**config.mk**
```make
export PLATFORM = sky130hd
export DESIGN_NAME = next_pc_unit
export DESIGN_NICKNAME = d
export VERILOG_FILES = /design/src/rtl/bp_pkg.sv /design/src/rtl/pred_queue.sv /design/src/rtl/next_pc_unit.sv
export SDC_FILE = /design/constraint.sdc
export NUM_CORES = 1
export LEC_CHECK = 0
export ABC_AREA = 1
export CAP_MARGIN = 20
export CORE_ASPECT_RATIO = 0.6
export CORE_UTILIZATION = 53
export CTS_BUF_LIST = sky130_fd_sc_hd__clkbuf_16
export CTS_CLUSTER_DIAMETER = 100
export CTS_CLUSTER_SIZE = 28
export DETAILED_ROUTE_END_ITERATION = 10
export PLACE_DENSITY = 0.78
export SLEW_MARGIN = 15
export SYNTH_ARGS = -nofsm -noshare
export SYNTH_HDL_FRONTEND = slang
export SYNTH_SLANG_ARGS = --single-unit
export TNS_END_PERCENT = 1
```
**constraint.sdc**
```tcl
create_clock -name CLK -period 5.4 [get_ports CLK]
set_clock_uncertainty 0.2 [all_clocks]
set_input_delay 1.08 -clock CLK [delete_from_list [all_inputs] [get_ports CLK]]
set_output_delay 1.08 -clock CLK [all_outputs]
set_load 0.02 [all_outputs]
```
**src/rtl/bp_pkg.sv**
```systemverilog
// Shared types and constants for the fetch-stage next-PC generator.
package bp_pkg;

  localparam logic [31:0] RESET_PC          = 32'hBFC00000;
  localparam logic [31:0] INSTR_BYTES       = 32'd4;
  localparam logic [31:0] DELAY_SLOT_OFFSET = 32'd8;

  typedef struct packed {
    logic [31:0] pc;
    logic [31:0] target;
  } pred_entry_t;

  typedef enum logic [1:0] {
    RUN     = 2'd0,
    SLOT    = 2'd1,
    RECOVER = 2'd2
  } fetch_state_t;

endpackage

```
**src/rtl/pred_queue.sv**
```systemverilog
// FIFO of in-flight predicted-taken branches; clear wins over push/pop,
// and a push is accepted when full if a pop happens in the same cycle.
module pred_queue
  import bp_pkg::*;
#(
  parameter int unsigned QDEPTH = 4
) (
  input  logic        clk,
  input  logic        rst,
  input  logic        push,
  input  pred_entry_t push_data,
  input  logic        pop,
  input  logic        clear,
  output pred_entry_t head_c,
  output logic        full,
  output logic        empty
);

  localparam int unsigned PTR_W = (QDEPTH > 1) ? $clog2(QDEPTH) : 1;
  localparam int unsigned OCC_W = $clog2(QDEPTH + 1);

  pred_entry_t      mem [QDEPTH];
  logic [PTR_W-1:0] wr_ptr;
  logic [PTR_W-1:0] rd_ptr;
  logic [OCC_W-1:0] count;
  logic [OCC_W-1:0] count_nxt;
  logic             do_push;
  logic             do_pop;

  assign do_pop  = pop & ~empty;
  assign do_push = push & (~full | do_pop);
  assign head_c  = mem[rd_ptr];

  always_comb begin
    count_nxt = count;
    if (do_push && !do_pop) begin
      count_nxt = count + OCC_W'(1);
    end else if (do_pop && !do_push) begin
      count_nxt = count - OCC_W'(1);
    end
  end

  always_ff @(posedge clk or posedge rst) begin
    if (rst) begin
      wr_ptr <= '0;
      rd_ptr <= '0;
      count  <= '0;
      full   <= 1'b0;
      empty  <= 1'b1;
    end else if (clear) begin
      wr_ptr <= '0;
      rd_ptr <= '0;
      count  <= '0;
      full   <= 1'b0;
      empty  <= 1'b1;
    end else begin
      // Pointers wrap naturally because QDEPTH is a power of two.
      if (do_push) wr_ptr <= wr_ptr + PTR_W'(1);
      if (do_pop)  rd_ptr <= rd_ptr + PTR_W'(1);
      count <= count_nxt;
      full  <= (count_nxt == OCC_W'(QDEPTH));
      empty <= (count_nxt == '0);
    end
  end

  always_ff @(posedge clk) begin
    if (do_push) mem[wr_ptr] <= push_data;
  end

endmodule

```
**src/rtl/next_pc_unit.sv**
```systemverilog
// Fetch PC generator: follows BTB predictions after the delay slot, checks
// them against ID resolution and recovers with a flush and one bubble.
module next_pc_unit #(
  parameter logic [31:0] RESET_PC = bp_pkg::RESET_PC,
  parameter int unsigned QDEPTH   = 4,
  parameter int unsigned CNT_W    = 16
) (
  input  logic             CLK,
  input  logic             RESET,
  input  logic             STALL,
  input  logic             hit_BTB_IN,
  input  logic [31:0]      pred_target_IN,
  input  logic             ID_valid_IN,
  input  logic [31:0]      Instr_PC_IN_ID,
  input  logic             is_Branch_IN_ID,
  input  logic             is_Taken_IN_ID,
  input  logic [31:0]      Alt_PC_IN_ID,
  output logic [31:0]      Instr_PC_OUT_IF,
  output logic             PC_valid_OUT,
  output logic             flush_OUT,
  output logic             queue_full_OUT,
  output logic [CNT_W-1:0] mispredict_count_OUT
);

  import bp_pkg::*;

  fetch_state_t state;
  fetch_state_t state_nxt;
  logic [31:0]  pending;
  logic [31:0]  pending_nxt;
  logic [31:0]  pc_nxt;
  logic         valid_nxt;

  logic         resolve;
  logic         head_match;
  logic         actual_taken;
  logic         mispredict;
  logic [31:0]  redirect_pc;
  logic         push;
  pred_entry_t  push_entry;
  pred_entry_t  head_c;
  logic         q_full;
  logic         q_empty;

  pred_queue #(
    .QDEPTH (QDEPTH)
  ) u_pred_queue (
    .clk       (CLK),
    .rst       (RESET),
    .push      (push),
    .push_data (push_entry),
    .pop       (head_match),
    .clear     (mispredict),
    .head_c    (head_c),
    .full      (q_full),
    .empty     (q_empty)
  );

  assign queue_full_OUT = q_full;
  assign push_entry     = '{pc: Instr_PC_OUT_IF, target: pred_target_IN};

  // Compare the ID-stage outcome against the oldest in-flight prediction.
  always_comb begin
    resolve      = ID_valid_IN & ~STALL;
    head_match   = resolve & ~q_empty & (head_c.pc == Instr_PC_IN_ID);
    actual_taken = resolve & is_Branch_IN_ID & is_Taken_IN_ID;
    mispredict   = resolve & ((head_match != actual_taken)
                 | (head_match & actual_taken & (head_c.target != Alt_PC_IN_ID))
                 | (head_match & ~is_Branch_IN_ID));
    redirect_pc  = actual_taken ? Alt_PC_IN_ID : Instr_PC_IN_ID + DELAY_SLOT_OFFSET;
  end

  always_comb begin
    state_nxt   = state;
    pc_nxt      = Instr_PC_OUT_IF;
    valid_nxt   = PC_valid_OUT;
    pending_nxt = pending;
    push        = 1'b0;
    if (!STALL) begin
      case (state)
        RUN: begin
          if (!PC_valid_OUT) begin
            // Held on a full queue: release once an entry is freed.
            if (!q_full || head_match) valid_nxt = 1'b1;
          end else if (hit_BTB_IN) begin
            if (!q_full || head_match) begin
              push        = 1'b1;
              pending_nxt = pred_target_IN;
              pc_nxt      = Instr_PC_OUT_IF + INSTR_BYTES;
              state_nxt   = SLOT;
            end else begin
              valid_nxt = 1'b0;
            end
          end else begin
            pc_nxt = Instr_PC_OUT_IF + INSTR_BYTES;
          end
        end
        SLOT: begin
          pc_nxt    = pending;
          state_nxt = RUN;
        end
        RECOVER: begin
          valid_nxt = 1'b1;
          state_nxt = RUN;
        end
        default: begin
          state_nxt = RUN;
        end
      endcase
      if (mispredict) begin
        push      = 1'b0;
        pc_nxt    = redirect_pc;
        valid_nxt = 1'b0;
        state_nxt = RECOVER;
      end
    end
  end

  always_ff @(posedge CLK or posedge RESET) begin
    if (RESET) begin
      state                <= RUN;
      Instr_PC_OUT_IF      <= RESET_PC;
      PC_valid_OUT         <= 1'b1;
      pending              <= '0;
      flush_OUT            <= 1'b0;
      mispredict_count_OUT <= '0;
    end else begin
      state           <= state_nxt;
      Instr_PC_OUT_IF <= pc_nxt;
      PC_valid_OUT    <= valid_nxt;
      pending         <= pending_nxt;
      flush_OUT       <= mispredict;
      if (mispredict && !(&mispredict_count_OUT)) begin
        mispredict_count_OUT <= mispredict_count_OUT + CNT_W'(1);
      end
    end
  end

endmodule
```
==> flow_metrics.py, run 1 <==
metrics = {
    "global_routing": {
        "grt_pass1_wl_mm": 84.6,
        "antenna_found_initial": 2,
        "globalRoute.totalOverflow": 0,
        "first_global_vias": 13700,
        "track_usage_pct": 34.0,
        "grt_max_degree": 98,
    },
    "pwr": {
        "vdd_drop_max_v": 0.000229,
        "p_switching_uw": 2760,
        "p_int_uw": 4860,
        "seq_power_share_pct": 52.6,
        "power_frac_comb_pct": 28.3,
        "p_leak_uw": 0.00822,
        "power_uw": 7620,
        "power_density_mw_per_mm2": 383,
        "swShare_pct": 36.3,
        "clkPwrFrac_pct": 19.1,
    },
    "floorplan": {
        "die_w_microns": 236,
        "coreArea_sq_mm": 0.0317,
        "dieArea_sq_mm": 0.0335,
        "top_level_ports": 154,
        "start_util_pct": 54.8,
        "fp-row-count": 50,
        "die-height_microns": 142,
    },
    "setup_path": {
        "cp-start-kind": "flip-flop",
        "path_class": "flip-flop to flip-flop",
        "startpoint": "u_pred_queue.rd_ptr[0]",
        "rr_startpoint": "u_pred_queue.rd_ptr[0]",
        "worstSetupEndpoint": "u_pred_queue.mem[3][43]",
        "cp.required_ps": 5420,
        "arrival_ps": 4700,
        "cp-end-kind": "flip-flop",
        "ff2ff_path_depth": 18,
        "reg2reg_setup_slack_ps": 730,
        "r2r-end": "u_pred_queue.mem[3][43]",
        "crit_fanout": 59,
    },
    "clock_network": {
        "clk_latency_ps": 550,
        "cts_root_buf": "clkbuf_16",
        "cts.sinks": 349,
        "postCtsResizedCells": 0,
        "clkTransAtPathRegs_ps": 110,
        "clock_path_buffers": 3,
        "cts_tree": "built",
        "cts_hold_buf": 0,
        "numCtsBuffers": 16,
        "cts.htree.levels": 1,
        "post_cts_buffers": 0,
    },
    "detailed_routing": {
        "wl_per_cell_microns": 22.9,
        "drt_iter0_drc": 2148,
        "firstDrtPassIters": 6,
        "ant_nets": 0,
        "drc_errors": 0,
        "via_count": 14700,
        "finalWirelength_mm": 56.6,
        "avgViaCountPerCell": 5.95,
    },
    "place": {
        "finalWeightedCongestion": 1.07,
        "place_hpwl_mm": 41.5,
        "numPortBuffers": 153,
        "dp_cells": 2444,
        "place_area_sq_mm": 0.0194,
    },
    "hold_path": {
        "hold_path_class": "flip-flop to flip-flop",
        "worstHoldStart": "pending[27]",
    },
    "timing": {
        "rsz0062_at_grt": "no",
        "slew_violations": 0,
        "relSlewSlack_pct": 37.1,
        "setup_viol": 0,
        "finalCriticalPeriod_ps": 4670,
        "period_share_pct": 86.5,
        "hold_viol": 0,
        "maxClockFrequency_mhz": 214,
        "tightest_slew_ps": 938,
    },
    "outcome": {
        "status": "finished, final reports clean",
    },
    "job": {
        "cap_violations": 0,
    },
    "cells_and_area": {
        "syn2layout_area_growth_pct": 14.7,
        "final_util_pct": 62.9,
        "layout_commonest_cell": "nand2_1",
        "layout_common_cells": "nand2_1, edfxtp_1, nand3_1",
        "fin_cells": 2472,
        "antenna_cells": 0,
        "postLayoutCellArea_sq_mm": 0.0199,
        "nets": 2159,
        "layout-drive-gt1-share_pct": 5.93,
    },
    "logic_synthesis": {
        "ys_async_sr_fraction_pct": 26.6,
        "yosysSeqAreaShare_pct": 57.8,
        "syn_nets": 2026,
        "avgSynthCellArea_sq_um": 9.07,
        "ys_ff_latch": 349,
        "synth_cell_types": 47,
        "synth_edf_count": 256,
        "syn_area_sq_mm": 0.0173,
        "synth_ff_type": "edfxtp_1",
        "synthCells": 1913,
        "ys_warn_count": 0,
    },
}
## Yosys cell counts, drive strengths merged, types with 20 or more instances
master | number | share of area (%)
nor2 | 109 | 2.5
nand3 | 242 | 7.0
nand2 | 728 | 16
nand4 | 22 | 0.79
edfxtp | 256 | 44
xor2 | 47 | 2.4
clkbuf | 21 | 0.45
buf | 58 | 2.4
dfrtp | 82 | 12
o21ai | 93 | 3.0
inv | 119 | 2.6
a21oi | 20 | 0.60
## metal layers
layer  part of all wire (%)  vias to the layer above  GRT usage, %
met2                     42                      974          49.3
met5                      0                        -             0
met1                     43                     7018          51.6
met3                     14                       72          8.46
met4                    1.8                        0          6.71
li1                       -                     6636             -
## metrics by stage
stage	TNS [ps]	hold WS [ps]	setup WS, ps
global placement	0	253	675
finish	0	283	728
CTS	0	284	915
floorplan	-205890	237	-804
global route	0	298	560
detailed placement	0	261	658
## worst max-delay path, stage by stage, from the launching register on
cell	delay, ps
dfrtp_4	470
clkinv_2	340
buf_12	360
nand2_1	100
nand3_1	220
nand3_1	220
nand2_1	70
nor2_1	160
nand4_1	140
nor3_1	210
nand4_1	300
inv_1	200
ha_1	250
inv_1	50
nand3_1	90
nand2_2	170
nand2_2	220
nor2_4	290
buf_12	240
## worst min path at each step
| stage | slack, ps | end | depth (start not counted) |
|---|---|---|---|
| floorplan | 240 | pending[26] | 2 |
| global placement | 250 | pending[28] | 2 |
| detailed placement | 260 | pending[27] | 2 |
| CTS | 280 | pending[27] | 2 |
| global route | 300 | pending[6] | 2 |
| finish | 280 | pending[27] | 2 |
## logic make-up (layout without fill, tap and decap cells)
family	after synthesis	in the layout	synth area share (%)
buf+inv	199	342	5.47
compound gates	143	143	4.84
xor+xnor	56	56	2.83
flops	349	349	57.8
simple gates	1154	1154	28.2
mux	2	2	0.115
fa+ha+maj	10	10	0.721
## sequential cells by signal (all words and copies together) (netlist names)
name / flops
mispredict_count_OUT: 16
PC_valid_OUT: 1
u_pred_queue.count: 3
flush_OUT: 1
u_pred_queue.mem: 256
Instr_PC_OUT_IF: 32
u_pred_queue.rd_ptr: 2
u_pred_queue.full: 1
pending: 32
u_pred_queue.wr_ptr: 2
state: 2
u_pred_queue.empty: 1
## power by group through the flow
stage	Sequential [uW]	Combinational, uW	Clock, uW
floorplan	3950	1140	0
global placement	4010	2060	0
detailed placement	4040	2120	0
CTS	3980	2130	1450
global route	4040	2350	1550
finish	4010	2160	1450
## final cells by class
cell class              instances  area (sq um)
fillers                      2578         11800
flip-flops and latches        349         10000
multi-input cells            1365          6410
repair buffers                194          2000
well taps                     416           520
inverters                     120           457
clock buffers                  17           425
clock inverters                11          53.8
Note: power is estimated with default switching activity, not from simulation.
==> run 2: changes to the inputs <==
CORE_ASPECT_RATIO = 1.4   (was 0.6)
==> run 2 against run 1 <==
Net effect: clock power decreased by 3%; register-to-register slack barely moved; utilization fell by 1.7 points; final cell count rose by 0.49%; die area barely moved; largest power group unchanged; wire length shrank 7.3%; critical endpoint is now Instr_PC_OUT_IF[5].
==> flow_metrics.py, run 2 (same netlist as run 1, synthesis figures left out) <==
metrics = {
    "setup_path": {
        "rr_startpoint": "u_pred_queue.rd_ptr[0]",
        "cp.required_ps": 5660,
        "path_class": "flip-flop to flip-flop",
        "crit_fanout": 46,
        "cp-start-kind": "flip-flop",
        "ff2ff_path_depth": 23,
        "arrival_ps": 4930,
        "cp-end-kind": "flip-flop",
        "r2r-end": "Instr_PC_OUT_IF[5]",
        "reg2reg_setup_slack_ps": 720,
    },
    "pwr": {
        "p_leak_uw": 0.00814,
        "power_density_mw_per_mm2": 376,
        "power_uw": 7430,
        "vdd_drop_max_v": 0.000274,
    },
    "timing": {
        "period_share_pct": 86.6,
        "finalCriticalPeriod_ps": 4680,
        "fin_ws_ps": 721,
        "tightest_slew_ps": 863,
        "tns_ps": 0,
        "hold_viol": 0,
        "maxClockFrequency_mhz": 214,
        "setup_viol": 0,
        "slew_violations": 0,
        "relSlewSlack_pct": 42.5,
        "rsz0062_at_grt": "no",
    },
    "place": {
        "place_area_sq_mm": 0.0193,
        "place_hpwl_mm": 37.7,
        "numPortBuffers": 153,
        "finalWeightedCongestion": 1.03,
        "dp_slack_ps": 590,
    },
    "clock_network": {
        "postCtsResizedCells": 0,
        "clk_latency_ps": 530,
        "cts_root_buf": "clkbuf_16",
        "cts.htree.levels": 1,
        "cts.sinks": 349,
        "numCtsBuffers": 16,
        "cts_tree": "built",
        "clock_path_buffers": 3,
        "post_cts_buffers": 0,
        "cts_hold_buf": 0,
        "clkTransAtPathRegs_ps": 110,
    },
    "cells_and_area": {
        "layout_common_cells": "nand2_1, edfxtp_1, nand3_1",
        "layout-drive-gt1-share_pct": 5.38,
        "reg_top3": "u_pred_queue.mem x256, Instr_PC_OUT_IF x32, pending x32",
        "syn2layout_area_growth_pct": 14.0,
        "final.fill_count": 2767,
        "layout_commonest_cell": "nand2_1",
        "antenna_cells": 0,
        "regMostFlops": "u_pred_queue.mem",
        "postLayoutCellArea_sq_mm": 0.0198,
        "nets": 2147,
        "largest_reg_flops": 256,
        "final_util_pct": 61.2,
    },
    "floorplan": {
        "fp-row-count": 78,
        "die-height_microns": 216,
        "dieArea_sq_mm": 0.0335,
        "die_w_microns": 155,
        "coreArea_sq_mm": 0.0323,
        "start_util_pct": 53.7,
        "top_level_ports": 154,
    },
    "global_routing": {
        "track_usage_pct": 32.0,
        "first_global_vias": 13900,
        "grt_pass1_wl_mm": 79.8,
        "globalRoute.totalOverflow": 0,
        "grt_max_degree": 88,
        "antenna_found_initial": 1,
    },
    "detailed_routing": {
        "ant_nets": 0,
        "finalWirelength_mm": 52.5,
        "wl_per_cell_microns": 21.1,
        "via_count": 14200,
        "avgViaCountPerCell": 5.70,
        "drt_iter0_drc": 1450,
        "drc_errors": 0,
        "firstDrtPassIters": 6,
    },
    "hold_path": {
        "min_delay_worst_endpoint": "pending[2]",
        "worstHoldStart": "pending[2]",
        "hold_path_class": "flip-flop to flip-flop",
        "hold_depth": 2,
    },
    "job": {
        "cap_violations": 0,
    },
    "outcome": {
        "status": "finished, final reports clean",
    },
}
## run 2: cell count changes in the layout (fill, tap and decap cells not counted)
cell / change
buf_12: -6
buf_4: -6
## run 2: metal layers
layer | global-route usage (%) | vias up | routed length, microns | share of wire, %
met4 | 17.0 | 0 | 2930 | 5.6
met3 | 3.94 | 131 | 4330 | 8.2
met1 | 39.9 | 6705 | 19400 | 37
li1 | - | 6612 | - | -
met5 | 0 | - | 0 | 0
met2 | 54.4 | 716 | 25800 | 49
## run 2: worst max-delay path by stage
| stage | startpoint | end | slack (ps) | cells after the start |
|---|---|---|---|---|
| 2_1_floorplan | STALL | u_pred_queue.mem[0][0] | -800 | 14 |
| 3_3_place_gp | Instr_PC_IN_ID[1] | Instr_PC_OUT_IF[26] | 620 | 20 |
| 3_5_place_dp | Instr_PC_IN_ID[1] | Instr_PC_OUT_IF[5] | 590 | 20 |
| 4_1_cts | u_pred_queue.rd_ptr[0] | Instr_PC_OUT_IF[5] | 780 | 23 |
| 5_1_grt | u_pred_queue.rd_ptr[0] | Instr_PC_OUT_IF[25] | 320 | 22 |
| 6_report | u_pred_queue.rd_ptr[0] | Instr_PC_OUT_IF[5] | 720 | 23 |
## run 2: metrics by stage
stage,hold slack [ps],instances
final,279,2484
after global routing,302,2484
after CTS,283,2484
after detailed placement,256,2456
after global placement,256,2456
after floorplan,237,1913
## run 2: cell type report
class                   instances  area [sq um]  share of cell area, %
clock buffers                  17           425                   2.15
inverters                     120           457                   2.31
multi-input cells            1365          6410                   32.4
repair buffers                182          1840                   9.29
clock inverters                11          53.8                  0.272
well taps                     440           551                   2.79
flip-flops and latches        349         10000                   50.8
## run 2: where the power goes
part / switching, uW / internal [uW] / total (uW) / leakage, uW
Clock: 826 / 587 / 1410 / 0.000270
Combinational: 1270 / 778 / 2050 / 0.00439
Sequential: 526 / 3450 / 3970 / 0.00348
## run 2: critical path: stages (launching register included)
cell      delay [ps]
dfrtp_4          520
clkinv_2         380
buf_4            390
nand2_1          100
nand3_1           70
nand2_1          120
xor2_1           270
nand3_1          210
nor3_1           170
nand2_1           80
nor2_1            90
nand4_1          180
inv_1            170
ha_1             240
inv_1             60
nand3_1           80
nand2_2          100
buf_4            240
nand2_1           90
o21ai_2          170
inv_4            120
nand2_8          300
nand2_1          130
o21ai_2           80
